[config.mk]
export PLATFORM = sky130hd
export DESIGN_NAME = pc_sequencer
export DESIGN_NICKNAME = d
export VERILOG_FILES = /design/src/rtl/pc_sequencer.sv
export SDC_FILE = /design/constraint.sdc
export NUM_CORES = 1
export LEC_CHECK = 0
export CORE_ASPECT_RATIO = 0.5
export CORE_MARGIN = 2
export CORE_UTILIZATION = 49
export CTS_BUF_LIST = sky130_fd_sc_hd__clkbuf_8
export CTS_CLUSTER_SIZE = 12
export DETAILED_ROUTE_END_ITERATION = 6
export GPL_ROUTABILITY_DRIVEN = 0
export GPL_TIMING_DRIVEN = 0
export PLACE_DENSITY_LB_ADDON = 0.3
export SYNTH_ARGS = -nofsm -noshare
export SYNTH_HDL_FRONTEND = slang
export SYNTH_SLANG_ARGS = --single-unit
[constraint.sdc]
create_clock -name clk -period 7.9 [get_ports clk]
set_input_delay 1.58 -clock clk [delete_from_list [all_inputs] [get_ports clk]]
set_output_delay 1.58 -clock clk [all_outputs]
set_load 0.05 [all_outputs]
[src/rtl/pc_sequencer.sv]
// pc_sequencer: fetch-side sequencer for a single-cycle MIPS core.
// Holds the PC, selects the next PC from decoded flow-control signals, and runs
// a RUN/HALT machine that stops the core on an exit syscall. Also keeps
// saturating performance counters for the board display.
//
// Ports:
//   clk, rst           clock, asynchronous active-high reset
//   stall              hold PC this cycle; only cycle_cnt keeps counting
//   go                 leave HALT, resuming at pc+4
//   beq..syscall       decoded flow-control flags (expected one-hot)
//   imm16, target26    instruction immediate fields
//   rs_data, rt_data   register-file read ports
//   v0_data            current $v0, compared against HALT_CODE on syscall
//   pc, pc_plus4       fetch address and its sequential successor / jal link
//   halted             1 while in HALT
//   cycle_cnt, jump_cnt, branch_cnt, taken_cnt   performance counters
module pc_sequencer #(
   parameter logic [31:0] RESET_PC  = 32'h0000_0000,
   parameter logic [31:0] HALT_CODE = 32'd10,
   parameter int unsigned CNT_W     = 32
) (
   input  logic             clk,
   input  logic             rst,
   input  logic             stall,
   input  logic             go,
   input  logic             beq,
   input  logic             bne,
   input  logic             blez,
   input  logic             jmp,
   input  logic             jal,
   input  logic             jr,
   input  logic             syscall,
   input  logic [15:0]      imm16,
   input  logic [25:0]      target26,
   input  logic [31:0]      rs_data,
   input  logic [31:0]      rt_data,
   input  logic [31:0]      v0_data,
   output logic [31:0]      pc,
   output logic [31:0]      pc_plus4,
   output logic             halted,
   output logic [CNT_W-1:0] cycle_cnt,
   output logic [CNT_W-1:0] jump_cnt,
   output logic [CNT_W-1:0] branch_cnt,
   output logic [CNT_W-1:0] taken_cnt
);

   localparam logic StRun  = 1'b0;
   localparam logic StHalt = 1'b1;

   logic             state_q, state_d;
   logic [31:0]      pc_q, pc_d;
   logic [CNT_W-1:0] cyc_q, cyc_d;
   logic [CNT_W-1:0] jmp_q, jmp_d;
   logic [CNT_W-1:0] br_q, br_d;
   logic [CNT_W-1:0] tk_q, tk_d;

   logic        is_jump;
   logic        is_branch;
   logic        br_taken;
   logic        halt_req;
   logic [31:0] br_tgt;
   logic [31:0] j_tgt;

   function automatic logic [CNT_W-1:0] sat_inc(input logic [CNT_W-1:0] v);
      return (v == {CNT_W{1'b1}}) ? v : v + CNT_W'(1);
   endfunction

   assign pc_plus4  = pc_q + 32'd4;
   assign is_jump   = jr | jmp | jal;
   assign is_branch = beq | bne | blez;
   // blez: signed rs <= 0 is "sign bit set or exactly zero"
   assign br_taken  = (beq  & (rs_data == rt_data)) |
                      (bne  & (rs_data != rt_data)) |
                      (blez & (rs_data[31] | (rs_data == 32'd0)));
   assign halt_req  = syscall & (v0_data == HALT_CODE);
   assign br_tgt    = pc_plus4 + {{14{imm16[15]}}, imm16, 2'b00};
   assign j_tgt     = {pc_plus4[31:28], target26, 2'b00};

   always_comb begin
      state_d = state_q;
      pc_d    = pc_q;
      cyc_d   = cyc_q;
      jmp_d   = jmp_q;
      br_d    = br_q;
      tk_d    = tk_q;
      if (state_q == StRun) begin
         cyc_d = sat_inc(cyc_q);
         if (!stall) begin
            if (halt_req) begin
               state_d = StHalt;
            end else if (jr) begin
               pc_d = rs_data;
            end else if (jmp | jal) begin
               pc_d = j_tgt;
            end else if (br_taken) begin
               pc_d = br_tgt;
            end else begin
               pc_d = pc_plus4;
            end
            if (is_jump) begin
               jmp_d = sat_inc(jmp_q);
            end
            if (is_branch) begin
               br_d = sat_inc(br_q);
            end
            if (br_taken) begin
               tk_d = sat_inc(tk_q);
            end
         end
      end else if (go) begin
         // Resume past the halting syscall; this edge is not counted.
         state_d = StRun;
         pc_d    = pc_plus4;
      end
   end

   always_ff @(posedge clk or posedge rst) begin
      if (rst) begin
         state_q <= StRun;
         pc_q    <= RESET_PC;
         cyc_q   <= '0;
         jmp_q   <= '0;
         br_q    <= '0;
         tk_q    <= '0;
      end else begin
         state_q <= state_d;
         pc_q    <= pc_d;
         cyc_q   <= cyc_d;
         jmp_q   <= jmp_d;
         br_q    <= br_d;
         tk_q    <= tk_d;
      end
   end

   assign pc         = pc_q;
   assign halted     = (state_q == StHalt);
   assign cycle_cnt  = cyc_q;
   assign jump_cnt   = jmp_q;
   assign branch_cnt = br_q;
   assign taken_cnt  = tk_q;

endmodule

; ---- Word-level counts from Yosys, hierarchy flattened
; Index checks and enable logic that the tools add are counted.
[op_classes]
addsub = 6
n_reduce_logical = 6
n_mux = 11
n_eq_ne = 10
n_bitwise = 18
[op_table]
columns = cell, count
row1 = 32-bit two-way mux, 7
row2 = 32-bit by 1-bit adder with 32-bit output (second input constant), 4
row3 = 32-bit == test (second input constant), 4
row4 = 32-bit by 3-bit adder with 32-bit output (second input constant), 1
row5 = 32-bit adder, 1
row6 = 32-bit == test, 1
row7 = 32-bit by 4-bit == test with 1-bit output (second input constant), 1
row8 = 32-bit zero test, 1
row9 = 32-bit inequality test, 1
row10 = 4-bit AND reduction, 3
row11 = 1-bit bitwise OR, 8
row12 = 1-bit NOT, 6
row13 = 1-bit AND, 4
row14 = 1-bit two-way mux, 4
row15 = 2-bit inequality test (second input constant), 2
row16 = 3-bit AND reduction, 1
row17 = 2-bit by 1-bit inequality test with 1-bit output (second input constant), 1
row18 = 2-bit AND reduction, 1
[word_totals]
wordCells = 57
ff_bits = 161
inputBits = 149
out_inout_bits = 193

; ---- Logic depth before layout (Yosys ltp)
[logic_depth]
depth_word = 10
ltp_mapped = 16
ltp_nobuf = 15

; ---- Worst setup path before layout
; Ideal clock, no wire load.
[synth_path]
path_kind = reg-to-reg
from = register pc_q[3], in the netlist pc[3]
to = register pc_q[31], in the netlist pc[31]
stages_incl_launch_ff = 16
setup_slack_ps = 3008
setup_ps = 78
n_path_buf = 1
t_arrival_ps = 4814
t_required_ps = 7822
cell_sequence = dfrtp_1 -> ha_1 -> nand3_1 -> nor3_1 -> nand3_1 -> xnor2_1 -> ha_1 -> clkbuf_1 -> and4_1 -> o21a_1 -> and3_1 -> a32o_1 -> a2111oi_0 -> or2_2 -> o2111ai_1 -> a21oi_1
[synth_between]
elab_chain_cells = 8
[synth_rtl]
columns = item, line
row1 = from (decl), 51  ; logic [31:0] pc_q, pc_d;
row2 = from (signal assigned), 127  ; pc_q <= pc_d;
row3 = 32-bit by 3-bit adder with 32-bit output, 68  ; assign pc_plus4 = pc_q + 32'd4;
row4 = named net pc_plus4[24], 39  ; output logic [31:0] pc_plus4,
row5 = 32-bit adder, 76  ; assign br_tgt = pc_plus4 + {{14{imm16[15]}}, imm16, 2'b00};
row6 = 32-bit two-way mux, 95  ; end else if (br_taken) begin
row7 = 32-bit two-way mux, 93  ; end else if (jmp | jal) begin
row8 = 32-bit two-way mux, 91  ; end else if (jr) begin
row9 = 32-bit two-way mux, 89  ; if (halt_req) begin
row10 = 32-bit two-way mux, 88  ; if (!stall) begin
row11 = 32-bit two-way mux, 86  ; if (state_q == StRun) begin
; The timed path passes the listed nets, and every way through them passes these cells. The select of a mux whose other input is x is not followed.
; A chain may end at the register's enable or synchronous reset.

; ---- Worst setup path in the final report
[layout_path]
from = input port imm16[15]
to = register pc_q[31], in the netlist pc[31]
[layout_between]
elab_chain_cells = 7
[layout_rtl]
columns = item, line
row1 = from (decl), 33  ; input logic [15:0] imm16,
row2 = 32-bit adder, 76
row3 = 32-bit two-way mux, 95
row4 = 32-bit two-way mux, 93
row5 = 32-bit two-way mux, 91
row6 = 32-bit two-way mux, 89
row7 = 32-bit two-way mux, 88
row8 = 32-bit two-way mux, 86
; Every way passes these cells. The select of a mux whose other input is x is not followed.

==> impl_metrics.yaml <==
outcome:
  status: "finished, violations left"
  violations: "DRC"
global_route:
  overflow: 0
  grt_max_degree: 87
  antenna_found_initial: 0
  grt_pass1_wl_um: 61200
  grt_usage_pct: 33.8
  grt_pass1_vias: 11000
yosys:
  syn_avg_cell_area_um2: 9.04
  synth_area_um2: 10900
  synth_compound_area_share_pct: 14.5
  async_flop_share_pct: 100
  synthCells: 1203
  seq_area_frac_synth_pct: 37.0
  synthesis.nets: 1393
  synth_xor_xnor_area_share_pct: 16.3
  synth_top_family_by_area: "simple AND/OR/NAND/NOR gates"
  synth-main-ff-cell: "dfrtp_1"
  synth_edf_count: 0
  yosys_warnings: 0
  yosys.area_share.simple_pct: 23.4
  synthAdderAreaFrac_pct: 4.78
  ys_ff_latch: 161
  synth.area.mux_share_pct: 1.54
  synth.distinct_cells: 77
setup_path:
  crit_fanout: 21
  slowest_stage: "clkdlybuf4s50_1"
  crit_path_start_kind: "input port"
  crit_chain: "clkdlybuf4s50_1, ha_1, clkbuf_1, and4_1, o21a_1, and3_1, a32o_1, a2111oi_0, or2_2, o2111ai_1, a21oi_1"
  required_ns: 8.30
  crit_family: "compound AO/OA/AOI/OAI gates"
  path_buf_inv: 2
  worstSetupPathDepth: 11
  reg2reg_depth: 15
  end_kind: "flop"
  worstReg2RegEnd: "pc[31]"
  endpoint: "pc[31]"
  cpPeakStageDelay_ns: 1.14
  cp.arrival_ns: 5.65
  reg2reg_slack_ns: 2.73
  rr_startpoint: "pc[3]"
  cp-startpoint: "imm16[15]"
  critPathKind: "input port to flop"
cts:
  numCtsBuffers: 17
  cts_resized: 0
  tritoncts: "done"
  cts_root_buffer: "clkbuf_8"
  htreeDepth: 4
  worstSkewPairLatency_ns: 0.48
  clockBufferDepth: 2
  cts.clk_slew.worst_paths_ns: 0.09
  postCtsHoldBufs: 0
  clock_sinks: 161
  postCtsSetupRepairBufs: 0
run:
  max-cap-violations: 0
power:
  p_seq_share_pct: 34.2
  power.leakage_nw: 6.13
  fin_total_pwr_w: 0.00306
  p_int_w: 0.00170
  switching_share_pct: 44.5
  p_sw_w: 0.00136
  pwr-share-comb_pct: 46.1
  peakVddDrop_mv: 0.216
  p_per_area_nw_per_um2: 203
  power_frac_clock_pct: 19.7
floorplanning:
  die_area_um2: 23500
  die_h_um: 109
  die_width_um: 215
  ios: 342
  coreArea_um2: 21700
  rows: 38
  initial_utilization_pct: 50.1
layout:
  nets: 1754
  drive_above_1_share_pct: 4.57
  area_growth_syn_to_layout_pct: 38.7
  final_cell_mix: "clkdlybuf4s50_1, dfrtp_1, xnor2_1"
  final_common_cell: "clkdlybuf4s50_1"
  finalInstanceArea_um2: 15100
timing:
  tightest_slew_ns: 1.16
  setup_slack_ns: 2.65
  slew_viol_final: 0
  finalCritPeriodShare_pct: 66.4
  finalHoldViolCount: 0
  finalClockSkew_ns: 0.0144
  setup_violations: 0
  rsz0062_at_grt: "no"
  max_clock_freq_ghz: 0.191
  maxSlewHeadroom_pct: 20.7
  setup_tns_ns: 0
  hold_ws_ns: 0.491
  finalCriticalPeriod_ns: 5.25
routing:
  vias: 11500
  routed_wl_um: 40200
  dr_wl_met2_um: 17700
  drc_errors: 1
  wl_met1_um: 16200
  drt_pre_antenna_iters: 7
  top_layer: "met4"
  drt_first_iter_violations: 1366
  wl_met3_um: 3920
  vias_per_cell: 6.12
  wire_per_inst_um: 21.4
  ant_nets: 0
placed_design:
  postPlaceCellArea_um2: 14700
  dpl.hpwl_um: 31200
  portBuffers: 341
  dp_slack_ns: 2.35
worst_hold_path:
  hold_class: "flop to flop"
  min_path_cells: 1
[layer usage]
metal	up-vias	track usage (%)
met4	0	18.7
met3	188	8.91
met2	687	53.4
met1	5520	43.0
li1	5103	-
met5	-	0
[cell type report]
cell class / count / area (um2)
well taps: 300 / 375
fillers: 1717 / 6640
inverters: 25 / 101
flip-flops and latches: 161 / 4030
multi-input cells: 977 / 6590
clock buffers: 18 / 248
diodes: 1 / 2.50
plain buffers: 40 / 174
clock inverters: 14 / 131
repair buffers: 342 / 3440
[stage by stage]
stage | utilization (%) | instances
4_1_cts | 69.4 | 1877
3_3_place_gp | 67.5 | 1844
5_1_grt | 69.4 | 1877
2_1_floorplan | - | 1203
3_5_place_dp | 67.7 | 1845
6_report | 69.5 | 1878
[kinds of logic after synthesis]
kind of cell / after synthesis
AND/OR/NAND/NOR: 482
AO/OA/AOI/OAI: 235
XOR/XNOR: 203
flip-flops: 161
buffers and inverters: 65
adder cells (fa/ha/maj): 41
multiplexers: 16
[sequential cells by signal, indices dropped and copies added (netlist names)]
register,count
branch_cnt,32
taken_cnt,32
pc,32
halted,1
cycle_cnt,32
jump_cnt,32
[power by group through the flow]
| stage | sequential [W] | combinational [W] | clock, W |
|---|---|---|---|
| after floorplan | 0.00134 | 0.000591 | 0 |
| after CTS | 0.00104 | 0.00139 | 0.000614 |
| after detailed placement | 0.00106 | 0.00138 | 0 |
| after global routing | 0.00106 | 0.00148 | 0.000646 |
| after global placement | 0.00105 | 0.00135 | 0 |
| final | 0.00105 | 0.00141 | 0.000604 |
[worst min path at each step]
stage	start	endpoint	slack (ns)
3_3_place_gp	cycle_cnt[16]	cycle_cnt[16]	0.47
2_1_floorplan	pc[26]	pc[26]	0.78
3_5_place_dp	branch_cnt[21]	branch_cnt[21]	0.48
4_1_cts	branch_cnt[21]	branch_cnt[21]	0.50
5_1_grt	branch_cnt[21]	branch_cnt[21]	0.52
6_report	taken_cnt[14]	taken_cnt[14]	0.49
[synthesized netlist by cell type (5+ instances only)]
cell type | number | area (um2)
clkbuf_1 | 30 | 113
nand2b_1 | 7 | 43.8
o221ai_1 | 7 | 61.3
nand4_1 | 55 | 344
a21oi_1 | 57 | 285
xor2_1 | 57 | 499
xnor2_1 | 146 | 1280
nor4_1 | 21 | 131
inv_1 | 25 | 93.8
a211oi_1 | 9 | 67.6
nor3_1 | 29 | 145
nor2b_1 | 5 | 31.3
o21a_1 | 5 | 37.5
o31ai_1 | 5 | 37.5
dfrtp_1 | 161 | 4030
o211ai_1 | 7 | 52.6
a21o_1 | 18 | 135
o21ai_0 | 45 | 225
mux2_2 | 5 | 56.3
ha_1 | 40 | 500
a31oi_1 | 10 | 62.6
o21bai_1 | 6 | 45.0
nor2_1 | 88 | 330
nand3_1 | 65 | 325
a32o_1 | 5 | 50.1
and3_1 | 28 | 175
and4_1 | 18 | 158
o22ai_1 | 10 | 62.6
and2_1 | 14 | 87.6
mux2i_1 | 10 | 100
or2_2 | 7 | 43.8
a211o_1 | 7 | 61.3
nand2_1 | 110 | 413
a2bb2oi_1 | 5 | 43.8
or3_1 | 10 | 62.6
(Power assumes the default switching activity.)
